## src/rtl/run_code_pkg.sv

```systemverilog
// Shared definitions for the run-code line (transmitter and receiver).
// Holds the FSM state encoding, default run lengths and the bit -> run
// length mapping so both ends of the line agree on the symbol format.
package run_code_pkg;

  typedef enum logic [1:0] {
    IDLE = 2'd0,
    RUN  = 2'd1,
    TERM = 2'd2,
    GAP  = 2'd3
  } state_e;

  localparam int unsigned SHORT_RUN_DEF = 2;
  localparam int unsigned LONG_RUN_DEF  = 4;

  // Number of ones that encode one data bit.
  function automatic int unsigned run_len(input logic b,
                                          input int unsigned short_run = SHORT_RUN_DEF,
                                          input int unsigned long_run  = LONG_RUN_DEF);
    return b ? long_run : short_run;
  endfunction

endpackage

```

## src/rtl/run_code_counter.sv

```systemverilog
// Loadable down-counter used for run lengths and the inter-byte gap.
// Ports:
//   clk, rst   : clock, synchronous active-high reset
//   load       : load load_val (has priority over en)
//   en         : count down by one, saturating at zero
//   load_val   : value loaded on load
//   zero       : count is zero (last cycle of the timed interval)
module run_code_counter #(
  parameter int unsigned CNT_W = 5
) (
  input  logic             clk,
  input  logic             rst,
  input  logic             load,
  input  logic             en,
  input  logic [CNT_W-1:0] load_val,
  output logic             zero
);

  logic [CNT_W-1:0] cnt;

  always_ff @(posedge clk) begin
    if (rst)               cnt <= '0;
    else if (load)         cnt <= load_val;
    else if (en && !zero)  cnt <= cnt - 1'b1;
  end

  assign zero = (cnt == '0);

endmodule

```

## src/rtl/run_code_tx.sv

```systemverilog
// Serial run-length symbol transmitter.
// Takes a byte over DATA_VALID/DATA_READY and sends it MSB-first on BIT.
// Each data bit becomes a run of ones (SHORT_RUN for 0, LONG_RUN for 1)
// followed by exactly one zero; the line idles at zero.
// Optional feature macro RUNTX_GAP_EN: adds GAP_LEN idle zeros after each byte.
// Ports:
//   CLK, RESET  : clock, synchronous active-high reset
//   DATA        : byte to send, taken when DATA_VALID && DATA_READY
//   DATA_VALID  : producer has a byte
//   DATA_READY  : a byte can be taken this cycle
//   BIT         : registered serial line
//   BUSY        : byte or gap in progress
//   BYTE_DONE   : pulse on the final terminator zero of a byte
module run_code_tx
  import run_code_pkg::*;
#(
  parameter int unsigned SHORT_RUN = SHORT_RUN_DEF,
  parameter int unsigned LONG_RUN  = LONG_RUN_DEF,
  parameter int unsigned CNT_W     = 5,
  parameter int unsigned GAP_LEN   = 3
) (
  input  logic       CLK,
  input  logic       RESET,
  input  logic [7:0] DATA,
  input  logic       DATA_VALID,
  output logic       DATA_READY,
  output logic       BIT,
  output logic       BUSY,
  output logic       BYTE_DONE
);

  // The counter holds length-1, so every length must fit in CNT_W bits.
  // GAP_LEN is checked in both builds so the macro can be flipped freely.
  if (SHORT_RUN < 1 || LONG_RUN <= SHORT_RUN || LONG_RUN >= (1 << CNT_W)) begin : g_bad_run
    $error("run_code_tx: need 1 <= SHORT_RUN < LONG_RUN < 2**CNT_W");
  end
  if (GAP_LEN < 1 || GAP_LEN >= (1 << CNT_W)) begin : g_bad_gap
    $error("run_code_tx: need 1 <= GAP_LEN < 2**CNT_W");
  end

  state_e           state, state_n;
  logic [7:0]       shreg, shreg_n;
  logic [2:0]       idx;
  logic             final_sym;
  logic             accept;
  logic             cnt_load, cnt_en, cnt_zero;
  logic [CNT_W-1:0] cnt_val;

  assign final_sym = (idx == 3'd0);
  assign accept    = DATA_VALID && DATA_READY;

  // State register
  always_ff @(posedge CLK) begin
    if (RESET) state <= IDLE;
    else       state <= state_n;
  end

  // Next-state logic
  always_comb begin
    state_n = state;
    case (state)
      IDLE: if (accept) state_n = RUN;
      RUN:  if (cnt_zero) state_n = TERM;
      TERM: begin
        if (!final_sym)   state_n = RUN;
`ifdef RUNTX_GAP_EN
        else              state_n = GAP;
`else
        else if (accept)  state_n = RUN;
        else              state_n = IDLE;
`endif
      end
      GAP:  if (cnt_zero) state_n = accept ? RUN : IDLE;
      default:            state_n = IDLE;
    endcase
  end

  // Outputs decoded from state
  always_comb begin
    DATA_READY = 1'b0;
    BUSY       = 1'b1;
    BYTE_DONE  = 1'b0;
    case (state)
      IDLE: begin
        DATA_READY = 1'b1;
        BUSY       = 1'b0;
      end
      TERM: begin
        BYTE_DONE  = final_sym;
`ifndef RUNTX_GAP_EN
        // Final terminator doubles as the accept slot for the next byte.
        DATA_READY = final_sym;
`endif
      end
      GAP:     DATA_READY = cnt_zero;
      default: ;
    endcase
  end

  // Shift register / counter control. The counter is loaded with the
  // length of the symbol that starts next cycle, taken from the MSB of
  // the shift register value that will hold then.
  always_comb begin
    shreg_n  = shreg;
    cnt_load = 1'b0;
    cnt_val  = '0;
    if (accept)
      shreg_n = DATA;
    else if (state == TERM && !final_sym)
      shreg_n = {shreg[6:0], 1'b0};

    if (accept || (state == TERM && !final_sym)) begin
      cnt_load = 1'b1;
      cnt_val  = CNT_W'(run_len(shreg_n[7], SHORT_RUN, LONG_RUN) - 1);
    end
`ifdef RUNTX_GAP_EN
    else if (state == TERM) begin
      cnt_load = 1'b1;
      cnt_val  = CNT_W'(GAP_LEN - 1);
    end
`endif
    cnt_en = (state == RUN) || (state == GAP);
  end

  always_ff @(posedge CLK) begin
    if (RESET) begin
      shreg <= '0;
      idx   <= '0;
      BIT   <= 1'b0;
    end else begin
      shreg <= shreg_n;
      if (accept)                          idx <= 3'd7;
      else if (state == TERM && !final_sym) idx <= idx - 3'd1;
      // Registered line: high exactly in the cycles spent in RUN.
      BIT <= (state_n == RUN);
    end
  end

  run_code_counter #(.CNT_W(CNT_W)) u_cnt (
    .clk      (CLK),
    .rst      (RESET),
    .load     (cnt_load),
    .en       (cnt_en),
    .load_val (cnt_val),
    .zero     (cnt_zero)
  );

endmodule

```

## config.mk

```make
export PLATFORM = sky130hd
export DESIGN_NAME = run_code_tx
export DESIGN_NICKNAME = d
export VERILOG_FILES = /design/src/rtl/run_code_pkg.sv /design/src/rtl/run_code_counter.sv /design/src/rtl/run_code_tx.sv
export SDC_FILE = /design/constraint.sdc
export NUM_CORES = 1
export LEC_CHECK = 0
export CORE_MARGIN = 2
export CORE_UTILIZATION = 45
export CTS_BUF_LIST = sky130_fd_sc_hd__clkbuf_8
export CTS_CLUSTER_DIAMETER = 50
export CTS_CLUSTER_SIZE = 8
export DETAILED_ROUTE_END_ITERATION = 10
export GPL_TIMING_DRIVEN = 1
export PLACE_DENSITY = 0.71
export REMOVE_ABC_BUFFERS = 1
export SETUP_SLACK_MARGIN = 0.5
export SKIP_LAST_GASP = 1
export SYNTH_ARGS = -nofsm -noshare
export SYNTH_HDL_FRONTEND = slang
export SYNTH_SLANG_ARGS = --single-unit
```

## constraint.sdc

```tcl
create_clock -name CLK -period 2 [get_ports CLK]
set_input_delay 0.4 -clock CLK [delete_from_list [all_inputs] [get_ports CLK]]
set_output_delay 0.4 -clock CLK [all_outputs]
set_load 0.005 [all_outputs]
```

---- Word level (Yosys, flattened, before mapping) ----
Index checks and enable logic that the tools add are counted.
W data, S select, Z words.
operators by class
  add/sub/neg operators ................... 3
  multipliers ............................. 0
  divide/modulo/power cells ............... 0
  magnitude comparators ................... 0
  equal/unequal tests ..................... 4
  shifts and indexed selects .............. 0
  mux-type cells .......................... 18
  bitwise gates (word level) .............. 0
  reduce and logical (&&, ||, !) cells .... 12
operators by type and width
  operator               number
  $mux W8                2
  $mux W5                3
  $mux W3                3
  $pmux W2 S4            1
  $mux W2                3
  $logic_not A5 Y1       1
  $mux W1                5
  $sub A5 B1 Y5 const B  1
  $eq A2 B1 Y1 const B   2
  $eq A2 B2 Y1 const B   2
  $reduce_bool A2 Y1     2
  $sub A3 B1 Y4 const B  1
  $logic_and A1 B1 Y1    3
  $logic_not A3 Y1       1
  $pmux W1 S3            1
  $sub A3 B1 Y3 const B  1
  $logic_not A1 Y1       2
  $logic_not A2 Y1       1
  $logic_or A1 B1 Y1     2
word-level totals
  register bits after elaboration ......... 19
  bits in latches ......................... 0
  memory bits (writable) .................. 0
  bits in read-only memories .............. 0
  input bits .............................. 11
  output and inout port bits .............. 4
  logic and storage cells ................. 43
  memories ................................ 0

---- Depth between registers and ports, before layout ----
Gate-level depths: netlist of the first run.
  depth in word-level cells ............... 9
  mapped depth ............................ 8
  gate-level depth less buffers ........... 7

---- Modules after synthesis ----
From an unflattened synthesis of the first run, not the netlist that was laid out.
unflattened totals
  cells, all modules ...................... 110
  area total of the unflattened synthesis .. 989.7 sq um
modules (own cells, without submodules)
  module            instances  cells an instance  area an instance (sq um)  sequential area each (sq um)
  run_code_tx       1          73                 663.1                     260.2
  run_code_counter  1          37                 326.6                     100.1

---- Worst setup path after synthesis of the first run ----
OpenSTA, ideal clock, no wires.
  kind .................................... reg-to-reg
  start ................................... register u_cnt.cnt[0]
  end ..................................... register u_cnt.cnt[4]
  library setup time ...................... 130 ps
  data arrival time ....................... 1,732 ps
  required time ........................... 1,870 ps
  slack ................................... 138 ps
  cell stages (with the launch flop) ...... 8
  path buffers ............................ 1
  clock period less this slack ............ 1,862 ps
  cell sequence ........................... dfxtp_1 inv_1 ha_1 or4b_1 buf_6 a2111oi_4 or3_2 a21oi_1
on the way
  longest elaborated chain between the ends .. 8
  elaborated cells on any way between the ends .. 15
  classes of those cells .................. 2 x add/sub; 7 x mux; 6 x reduce/logical
RTL lines
  element                   RTL line                source
  start: declaration        run_code_counter.sv:19  logic [CNT_W-1:0] cnt;
  start signal: assignment  run_code_counter.sv:23  else if (load) cnt <= load_val;
  start signal: assignment  run_code_counter.sv:24  else if (en && !zero) cnt <= cnt - 1'b1;
  $logic_not A5 Y1          run_code_counter.sv:27  assign zero = (cnt == '0);
  $pmux W1 S3               run_code_tx.sv:83       case (state)
  $logic_and A1 B1 Y1       run_code_tx.sv:50       assign accept = DATA_VALID && DATA_READY;
  $mux W8                   run_code_tx.sv:107      if (accept)
  $mux W3                   run_code_pkg.sv:20      return b ? long_run : short_run;
  $sub A3 B1 Y4             run_code_tx.sv:114      cnt_val = CNT_W'(run_len(shreg_n[7], SHORT_RUN, LONG_RUN) - 1);
  $mux W5                   run_code_tx.sv:112      if (accept || (state == TERM && !final_sym)) begin
  $mux W5                   run_code_counter.sv:23
Several ways; a longest one is shown, not always the timed one. The select of a mux whose other input is x is not followed.
A chain may end at the register's enable or synchronous reset.

---- Final worst setup path of the first run ----
  start ................................... register u_cnt.cnt[1]
  end ..................................... register u_cnt.cnt[4]
The elaborated chain is that of the path after synthesis.

==> impl_summary.log, run 1 <==
[metrics] DRT iter0 DRCs: 50
[metrics] Die W: 50.8 um
[metrics] WL/cell: 17.7 um
[metrics] antenna diode count: 0
[metrics] EDFF count, synth: 0
[metrics] full die area: 2580 um2
[metrics] post-layout instance count excluding filler cells: 179
[metrics] share of synthesized registers carrying an async set or reset: 0%
[metrics] area of the placeable core: 2020 um2
[metrics] count of port buffers added during placement: 14
[metrics] endpoints failing setup: 3
[metrics] proportion of total power due to net switching: 33.6%
[metrics] worst endpoint required time: 2.18 ns
[metrics] category of the worst setup path launch point: flip-flop
[metrics] skew final: 0.00585 ns
[metrics] Setup TNS Final: -0.0864 ns
[metrics] CTS clk-pin slew, worst paths: 0.07 ns
[metrics] ratio of routed vias to standard cells: 5.79
[metrics] number of clock sinks: 18
[metrics] final-report max-slew violation count: 0
[metrics] most used cells in the layout excluding fill and tap cells: 23 x sky130_fd_sc_hd__buf_4, 12 x sky130_fd_sc_hd__dfxtp_1, 12 x sky130_fd_sc_hd__a21oi_1, 11 x sky130_fd_sc_hd__clkdlybuf4s50_1, 7 x sky130_fd_sc_hd__buf_6
[metrics] starting density of the core: 48.8%
[metrics] Period minus WS final: 2.05 ns
[metrics] met2 Use GR: 42.8%
[metrics] final routed DRC violation total: 0
[metrics] met3 track demand over resource in global routing: 3.51%
[metrics] maximum clock insertion buffer count: 2
[metrics] Most Used Layer, Global Route: met2
[metrics] maximum net fanout on the critical path: 4
[metrics] worst path arrival time: 2.23 ns
[metrics] final cycle utilization of the critical path: 102%
[metrics] basic-gate share of the synthesized area counting and, or, nand and nor cells: 22.7%
[metrics] area grow syn2layout: 56.1%
[metrics] transition time of the tightest slew-check pin: 0.361 ns
[metrics] number of hold-slack violations in the final timing report: 0
[metrics] count of nets after finishing: 168
[metrics] total CTS buffers: 3
[metrics] DR vias: 1037
[metrics] sum of routed wire length over all layers: 3170 um
[metrics] setup slack, reg-to-reg: -0.05 ns
[metrics] combinational family with the most area after synthesis: compound AO/OA/AOI/OAI gates
[metrics] overall power of the completed layout: 0.00148 W
[metrics] post-layout worst setup margin: -0.0456 ns
[metrics] sequential power share: 30.4%
[metrics] FP Rows: 16
[metrics] pin count of the biggest net entering global routing: 16
[metrics] adder-cell area share of the yosys netlist: 5.07%
[metrics] count of unique library cells instantiated by Yosys: 37
[metrics] Congestion Overflow GR: 0
[metrics] path type of the worst min-delay path: flip-flop to flip-flop
[metrics] # placed instances: 159
[metrics] clock group share of total power: 20.4%
[metrics] TritonCTS clock tree: done
[metrics] first drt pass iteration count: 4
[metrics] clock insertion delay at the later pin of the skew report: 0.26 ns
[metrics] CTS H-tree depth: 1
[metrics] Routability Congestion: 0.897
[metrics] half-perimeter wire length after placement: 1670 um
[metrics] setup repair after global routing missed its margin: yes
[metrics] compound-cell area share of the yosys netlist: 25.1%
[metrics] antenna-violating nets left: 0
[metrics] GR Util All Layers: 24.3%
[metrics] antenna violations before repair: 0
[metrics] category of the worst setup path capture point: flip-flop
[metrics] Switch Pwr: 0.000498 W
[metrics] first-pass GRT wire length: 4590 um
[metrics] instance count of the mapped netlist: 112
[metrics] clk root buf: sky130_fd_sc_hd__clkbuf_8
[metrics] proportion of synthesized chip area in sequential cells: 36.5%
[metrics] ports placed on the boundary: 15
[metrics] run status: complete, but fails checks
[metrics] xor/xnor share of the synthesized area: 3.55%
[metrics] relative slew slack: 75.8%
[metrics] multiplexer share of the synthesized area: 0%
[metrics] primary flip-flop cell chosen by synthesis mapping: sky130_fd_sc_hd__dfxtp_1
[metrics] Max Clock Freq: 489 MHz
[metrics] power per standard cell area: 962 nW/um2
[metrics] violated checks: negative setup slack
[metrics] worst voltage drop across the vdd grid: 0.700 mV
[metrics] combinational group share of total power: 49.1%
[metrics] overall die height: 50.8 um
[metrics] Hold Worst Slack: 0.536 ns
[metrics] category of the most critical setup path: flip-flop to flip-flop
[metrics] # Max-Cap Violations: 0
[metrics] post-synthesis instance area: 987 um2
[metrics] commonest non-fill, non-tap cell in the layout: sky130_fd_sc_hd__buf_4
[metrics] layout cell share with drive strength beyond 1: 44.1%
[metrics] number of global-route vias before repair: 979
[metrics] area used by multi-input combinational logic: 673 um2
[metrics] pre-CTS WS: -0.182 ns
[metrics] mean instance size in the synthesized netlist: 8.81 um2
[metrics] count of fill cells added during filler insertion: 131
[metrics] Ys Warns: 0
[metrics] flops & latches, synth: 18
[metrics] grt met1 use: 27.7%
[metrics] Register Area: 373 um2
[metrics] cell internal pwr: 0.000985 W
[metrics] static leakage: 0.605 nW
-- final cells by class --
class,instances,area share [%]
inverters,7,1.70
well taps,27,2.19
flip-flops and latches,18,24.2
multi-input cells,78,43.7
repair buffers,45,24.7
clock buffers,4,3.57
-- metal layers --
layer  up-vias  wire length [um]
li1        486                 -
met1       492              1290
met2        48              1630
met3        11               148
met4         0                97
met5         -                 0
-- cell families after synthesis --
kind of cell | count (synthesis)
AOI/OAI and AO/OA | 33
xor gates and xnor gates | 4
adders and majority gates | 4
buffers and inverters | 16
DFF | 18
and+or+nand+nor | 37
-- cell usage after synthesis (2+ instances only) --
library cell	n	share of area [%]
sky130_fd_sc_hd__a21oi_1	13	6.6
sky130_fd_sc_hd__a221oi_1	6	5.3
sky130_fd_sc_hd__buf_1	2	0.76
sky130_fd_sc_hd__buf_2	2	1.0
sky130_fd_sc_hd__clkbuf_1	4	1.5
sky130_fd_sc_hd__dfxtp_1	18	37
sky130_fd_sc_hd__ha_1	4	5.1
sky130_fd_sc_hd__inv_1	7	2.7
sky130_fd_sc_hd__nand2_1	5	1.9
sky130_fd_sc_hd__nand3_1	7	3.5
sky130_fd_sc_hd__nor2_1	6	2.3
sky130_fd_sc_hd__nor2b_1	2	1.3
sky130_fd_sc_hd__nor3b_1	6	4.6
sky130_fd_sc_hd__o21ai_0	3	1.5
sky130_fd_sc_hd__o21ai_1	2	1.0
sky130_fd_sc_hd__or3_2	2	1.5
sky130_fd_sc_hd__xnor2_1	3	2.7
-- path summary, 6_finish.rpt --
| path | from | end | depth (start not counted) |
|---|---|---|---|
| worst max register to register | u_cnt.cnt[1] | u_cnt.cnt[4] | 8 |
| worst min-delay path | state[0] | state[1] | 1 |
| worst min register to register | state[0] | state[1] | 1 |
| worst max-delay path | u_cnt.cnt[1] | u_cnt.cnt[4] | 8 |
-- repair_timing --
item                       4_1_cts  5_1_grt
pin swaps                       14        5
resized for setup               42        9
setup endpoints to repair       20       21
hold buffers                     0        0
setup buffers                   12        4
-- metrics by stage --
step,area [um2],util (%)
after floorplan,943,-
after global routing,1540,76.2
final,1540,76.2
after CTS,1470,72.8
after detailed placement,1230,60.8
after global placement,1230,60.8
-- critical path, stage by stage, from the launching register on --
cell and delay, ns:
sky130_fd_sc_hd__dfxtp_2 0.33, sky130_fd_sc_hd__inv_2 0.08, sky130_fd_sc_hd__ha_4 0.14, sky130_fd_sc_hd__or4b_4 0.48, sky130_fd_sc_hd__buf_6 0.15, sky130_fd_sc_hd__a2111oi_4 0.36, sky130_fd_sc_hd__buf_4 0.19, sky130_fd_sc_hd__o21ai_1 0.08
sky130_fd_sc_hd__a21oi_1 0.15
-- power by group through the flow --
| stage | combinational [W] | clock (W) | sequential [W] |
|---|---|---|---|
| floorplan | 0.000246 | 0 | 0.000447 |
| global placement | 0.000426 | 0 | 0.000446 |
| detailed placement | 0.000436 | 0 | 0.000450 |
| CTS | 0.000606 | 0.000300 | 0.000448 |
| global route | 0.000776 | 0.000316 | 0.000455 |
| finish | 0.000729 | 0.000303 | 0.000451 |
-- sequential cells by signal, summed over array words and instances, names as in the netlist --
name       flops
u_cnt.cnt      5
idx            3
shreg          7
BIT            1
state          2
(Power assumes the default switching activity.)
==> run 2: changes to the inputs <==
--- a/config.mk
+++ b/config.mk
@@ -6,16 +6,18 @@
 export NUM_CORES = 1
 export LEC_CHECK = 0
 export CORE_MARGIN = 2
-export CORE_UTILIZATION = 45
+export CORE_UTILIZATION = 49
 export CTS_BUF_LIST = sky130_fd_sc_hd__clkbuf_8
 export CTS_CLUSTER_DIAMETER = 50
 export CTS_CLUSTER_SIZE = 8
 export DETAILED_ROUTE_END_ITERATION = 10
 export GPL_TIMING_DRIVEN = 1
-export PLACE_DENSITY = 0.71
+export HOLD_SLACK_MARGIN = 0.06
+export PLACE_DENSITY = 0.76
 export REMOVE_ABC_BUFFERS = 1
 export SETUP_SLACK_MARGIN = 0.5
 export SKIP_LAST_GASP = 1
+export SLEW_MARGIN = 10
 export SYNTH_ARGS = -nofsm -noshare
 export SYNTH_HDL_FRONTEND = slang
 export SYNTH_SLANG_ARGS = --single-unit
==> run 2 against run 1 <==
The run still ends with negative setup slack left. Critical path depth did not move. Register-to-register slack is essentially flat. Utilization is 3.1 points lower. Cell count decreased by 6.1%. Global-route usage decreased by 2.7 points. Via count fell by 6.5%. First-iteration DRC count is 28% lower. Maximum frequency is 0.44% higher. Clock skew is 0.0020 ns lower. Flip-flop and latch count unchanged. Critical path type unchanged. Largest cell class unchanged. Largest power group unchanged. Highest routed layer unchanged.
==> impl_summary.log, run 2 (same netlist as run 1, synthesis figures left out) <==
[metrics] area grow syn2layout: 42.5%
[metrics] run status: complete, but fails checks
[metrics] violated checks: negative setup slack
[metrics] Routability Congestion: 0.975
[metrics] full die area: 2390 um2
[metrics] WL/cell: 16.3 um
[metrics] relative slew slack: 67.7%
[metrics] maximum clock insertion buffer count: 2
[metrics] skew final: 0.00389 ns
[metrics] most used cells in the layout excluding fill and tap cells: 17 x sky130_fd_sc_hd__buf_4, 13 x sky130_fd_sc_hd__dfxtp_1, 12 x sky130_fd_sc_hd__a21oi_1, 10 x sky130_fd_sc_hd__clkdlybuf4s50_1, 7 x sky130_fd_sc_hd__nand3_1
[metrics] transition time of the tightest slew-check pin: 0.482 ns
[metrics] number of hold-slack violations in the final timing report: 0
[metrics] most flop-heavy register: shreg
[metrics] worst endpoint required time: 2.13 ns
[metrics] setup repair after global routing missed its margin: yes
[metrics] chain of cells forming the critical path: inv_2 > ha_4 > ha_4 > nor3b_2 > buf_6 > nor3b_1 > a221oi_1 > a21oi_1
[metrics] final routed DRC violation total: 0
[metrics] Max Clock Freq: 491 MHz
[metrics] path type of the worst min-delay path: flip-flop to flip-flop
[metrics] Max stage delay cell, worst path: sky130_fd_sc_hd__nor3b_2
[metrics] family with the most delay on the worst path: simple AND/OR/NAND/NOR gates
[metrics] # Max-Cap Violations: 0
[metrics] starting density of the core: 51.4%
[metrics] total CTS buffers: 3
[metrics] commonest non-fill, non-tap cell in the layout: sky130_fd_sc_hd__buf_4
[metrics] number of clock sinks: 18
[metrics] DR vias: 970
[metrics] hold path cells: 1
[metrics] largest registers ranked by flip-flop count: shreg: 7 flops, u_cnt.cnt: 5 flops, idx: 3 flops
[metrics] ports placed on the boundary: 15
[metrics] static leakage: 0.564 nW
[metrics] DRT iter0 DRCs: 36
[metrics] first drt pass iteration count: 4
[metrics] category of the worst setup path launch point: flip-flop
[metrics] critical path depth: 8
[metrics] final-report max-slew violation count: 0
[metrics] FP Rows: 16
[metrics] antenna-violating nets left: 0
[metrics] count of port buffers added during placement: 14
[metrics] TritonCTS clock tree: done
[metrics] layout cell share with drive strength beyond 1: 36.9%
[metrics] category of the worst setup path capture point: flip-flop
[metrics] antenna diode count: 0
[metrics] Die W: 48.9 um
[metrics] Worst Path Buf+Inv: 2
[metrics] area after detailed placement: 1210 um2
[metrics] Hold Worst Slack: 0.515 ns
[metrics] endpoints failing setup: 1
[metrics] area of the placeable core: 1920 um2
[metrics] post-layout instance area: 1410 um2
[metrics] area used by multi-input combinational logic: 633 um2
[metrics] antenna violations before repair: 0
[metrics] largest incremental delay on the critical path: 0.42 ns
[metrics] clk root buf: sky130_fd_sc_hd__clkbuf_8
[metrics] overall die height: 48.9 um
[metrics] maximum net fanout on the critical path: 19
[metrics] pin count of the biggest net entering global routing: 20
[metrics] hold buffer count at CTS: 0
[metrics] ratio of routed vias to standard cells: 5.77
[metrics] CTS clk-pin slew, worst paths: 0.07 ns
[metrics] CTS H-tree depth: 1
[metrics] count of fill cells added during filler insertion: 154
[metrics] Congestion Overflow GR: 0
[metrics] Register Area: 369 um2
[metrics] power per standard cell area: 939 nW/um2
[metrics] count of nets after finishing: 157
[metrics] number of cells on the worst reg-to-reg path: 8
[metrics] number of global-route vias before repair: 950
[metrics] clock insertion delay at the later pin of the skew report: 0.25 ns
[metrics] GR Util All Layers: 21.5%
[metrics] overall power of the completed layout: 0.00132 W
[metrics] post-layout worst setup margin: -0.0366 ns
[metrics] library cell appearing most often on the critical path: sky130_fd_sc_hd__ha_4
[metrics] sum of routed wire length over all layers: 2750 um
[metrics] number of flip-flops in the largest register: 7
[metrics] category of the most critical setup path: flip-flop to flip-flop
[metrics] final cycle utilization of the critical path: 102%
[metrics] half-perimeter wire length after placement: 1690 um
[metrics] worst voltage drop across the vdd grid: 0.610 mV
[metrics] Period minus WS final: 2.04 ns
[metrics] first-pass GRT wire length: 4000 um
[metrics] worst path arrival time: 2.17 ns
-- run 2: cell count changes in the layout (fill, tap and decap cells not counted), sizes merged --
cell           before  now
buf                33   22
dlymetal6s2s        0    1
clkdlybuf4s50      11   10
-- run 2: area by class of cell --
class / count / area share, %
Clock buffer: 4 / 3.91
Inverter: 7 / 1.87
Multi-Input combinational cell: 78 / 45.0
Sequential cell: 18 / 26.2
Tap cell: 27 / 2.40
Timing Repair Buffer: 34 / 20.6
-- run 2: layer usage --
layer / wire length (um) / GRT usage (%)
met5: 0 / 0
met4: 110 / 12.9
met3: 121 / 3.07
met2: 1340 / 38.6
met1: 1170 / 24.0
-- run 2: worst paths after layout --
check	startpoint	to	slack [ns]
worst max-delay path	idx[1]	shreg[3]	-0.04
worst min-delay path	state[0]	state[1]	0.52
worst max register to register	idx[1]	shreg[3]	-0.04
worst min register to register	state[0]	state[1]	0.52
-- run 2: timing repair --
item / in CTS / in global routing
setup endpoints to repair: 20 / 21
resized for setup: 30 / 9
pin swaps: 8 / 3
setup buffers: 4 / 3
-- run 2: power by group --
part | total [W] | switching (W) | internal (W)
Combinational | 0.000581 | 0.000271 | 0.000310
Sequential | 0.000444 | 0.0000344 | 0.000410
Clock | 0.000296 | 0.000121 | 0.000175
Total | 0.00132 | 0.000427 | 0.000894
-- run 2: stage by stage --
stage          TNS (ns)  setup slack, ns  instances  utilization, %
6_report        -0.0366          -0.0366        168            73.2
5_1_grt          -0.286           -0.144        168            73.2
4_1_cts               0           0.0400        165            70.3
3_5_place_dp     -0.287           -0.163        157            63.2
3_3_place_gp     -0.138           -0.138        157            63.2
2_1_floorplan    -0.778           -0.255        103               -
-- run 2: worst register-to-register path: stages, from the launching register on --
cell and delay, ns:
sky130_fd_sc_hd__dfxtp_2 0.34, sky130_fd_sc_hd__inv_2 0.04, sky130_fd_sc_hd__ha_4 0.15, sky130_fd_sc_hd__ha_4 0.16
sky130_fd_sc_hd__nor3b_2 0.42, sky130_fd_sc_hd__buf_6 0.26, sky130_fd_sc_hd__nor3b_1 0.09, sky130_fd_sc_hd__a221oi_1 0.32
sky130_fd_sc_hd__a21oi_1 0.13
==> RTL change (flow settings as in run 2) <==
`CNT_W` is set to 5 in 2 places; all go to 6.
--- a/src/rtl/run_code_counter.sv
+++ b/src/rtl/run_code_counter.sv
@@ -6,7 +6,7 @@
 //   load_val   : value loaded on load
 //   zero       : count is zero (last cycle of the timed interval)
 module run_code_counter #(
-  parameter int unsigned CNT_W = 5
+  parameter int unsigned CNT_W = 6
 ) (
   input  logic             clk,
   input  logic             rst,
--- a/src/rtl/run_code_tx.sv
+++ b/src/rtl/run_code_tx.sv
@@ -16,7 +16,7 @@
 #(
   parameter int unsigned SHORT_RUN = SHORT_RUN_DEF,
   parameter int unsigned LONG_RUN  = LONG_RUN_DEF,
-  parameter int unsigned CNT_W     = 5,
+  parameter int unsigned CNT_W     = 6,
   parameter int unsigned GAP_LEN   = 3
 ) (
   input  logic       CLK,
Function: same outputs for any inputs over 10 cycles, from zero or initial values and one cycle with RESET high; that may be too few to reach the edited logic, so the function may still have changed.
==> RTL change against run 2 <==
The run still ends with negative setup slack left. Count of clock-buffer cells in the layout is 1 lower. Sequential power rose by 1%. Die area shrank 5.4%. Total power decreased by 14%. Global-route usage up 2.5 points. Synthesized area fell by 5.8%. Wire length fell by 13%. Cell area decreased by 1.1%. Combinational power down 27%. Sequential cell count grew 1. Clock skew shrank 0.55 ps. Worst setup slack worse by 44 ps. Critical path type unchanged. Critical endpoint unchanged.
==> RTL change: results <==
placement:
  gp_congestion: 0.803
  dp_hpwl_mm: 1.56
  placement.setup.worst_slack_ps: -323
  placement.io_buffers: 14
clocking:
  cts_setup_buffers: 3
  cts_made_buffers: 3
  cts.repair.resized: 33
worst_setup_path:
  cp_slowest_stage_delay_ps: 400
  crit_path_top_delay_cell: "sky130_fd_sc_hd__or3b_4"
  critical_path_arrival_ps: 2220
  rr_worst_depth: 7
  critical_path.startpoint: "u_cnt.cnt[1]"
yosys:
  synth_mux_area_share_pct: 1.08
  synth_compound_area_share_pct: 17.6
  syn_inst: 103
  yosysSeqAreaShare_pct: 40.9
  yosys-top-cells-count: "sky130_fd_sc_hd__dfxtp_1, sky130_fd_sc_hd__and3_1, sky130_fd_sc_hd__inv_1"
  xor_xnor_portion_of_the_synthesized_cell_area_pct: 2.83
  post_synth_fa_ha_maj_area_fraction_pct: 5.38
  netlist-cell-type-count: 32
routing:
  drt_iter0_markers: 19
  met1Wirelength_mm: 1.09
  avgViaCountPerCell: 5.54
  route.met3.wl_um: 81
  met2WireLength_mm: 1.21
  drt-wirelength-per-cell_um: 14.5
  routed_wirelength_mm: 2.40
sta:
  fin_worst_skew_ps: 3.34
  holdWs_ps: 488
  final_hold_viol_count: 0
  timing_worst_slew_pin_value_ps: 538
  setup-tns-final_ps: -687
  fin_ws_ps: -80.3
  finalSetupViolCount: 13
worst_hold_path:
  min_delay_worst_endpoint: "shreg[1]"
  hold_sp: "shreg[1]"
global_routing:
  number_of_global_route_vias_before_repair: 866
  global_route_wire_length_before_repair_mm: 3.79
  global_routing_usage_on_met3_pct: 4.91
  met1_usage_pct: 29.3
  groute.usage.overall_pct: 24.0
  grt_start_max_net_pins: 13
power:
  leakage_uw: 0.000594
  power.internal_uw: 796
  vdd_drop_max_mv: 0.557
layout:
  biggest_regs: "shreg (7), u_cnt.cnt (6), idx (3)"
  drive_gt1_share_pct: 40.4
run_status:
  failed_checks: "negative setup slack"
  run_status: "finished with violations"
==> RTL change: changes by cell type after synthesis, moves of 4 or more <==
| cell | run 2 | this run |
|---|---|---|
| sky130_fd_sc_hd__and3_1 | 0 | 8 |
| sky130_fd_sc_hd__nor3b_1 | 6 | 2 |
| sky130_fd_sc_hd__a221oi_1 | 6 | 0 |
| sky130_fd_sc_hd__nand3_1 | 7 | 2 |
| sky130_fd_sc_hd__a21oi_1 | 13 | 7 |
| sky130_fd_sc_hd__a221o_1 | 0 | 7 |
==> RTL change: power by group through the flow <==
stage	registers, uW	logic [uW]	clock network [uW]
after floorplan	450	175	0
after global placement	447	321	0
after detailed placement	449	334	0
after CTS	448	387	263
after global routing	453	457	279
final	449	422	265
==> RTL change: cell type report <==
class                   instances  area, um^2
multi-input cells              71         561
flip-flops and latches         19         388
fillers                       130         373
repair buffers                 39         337
clock buffers                   3        41.3
well taps                      25        31.3
inverters                       8        30.0
clock inverters                 1        3.75
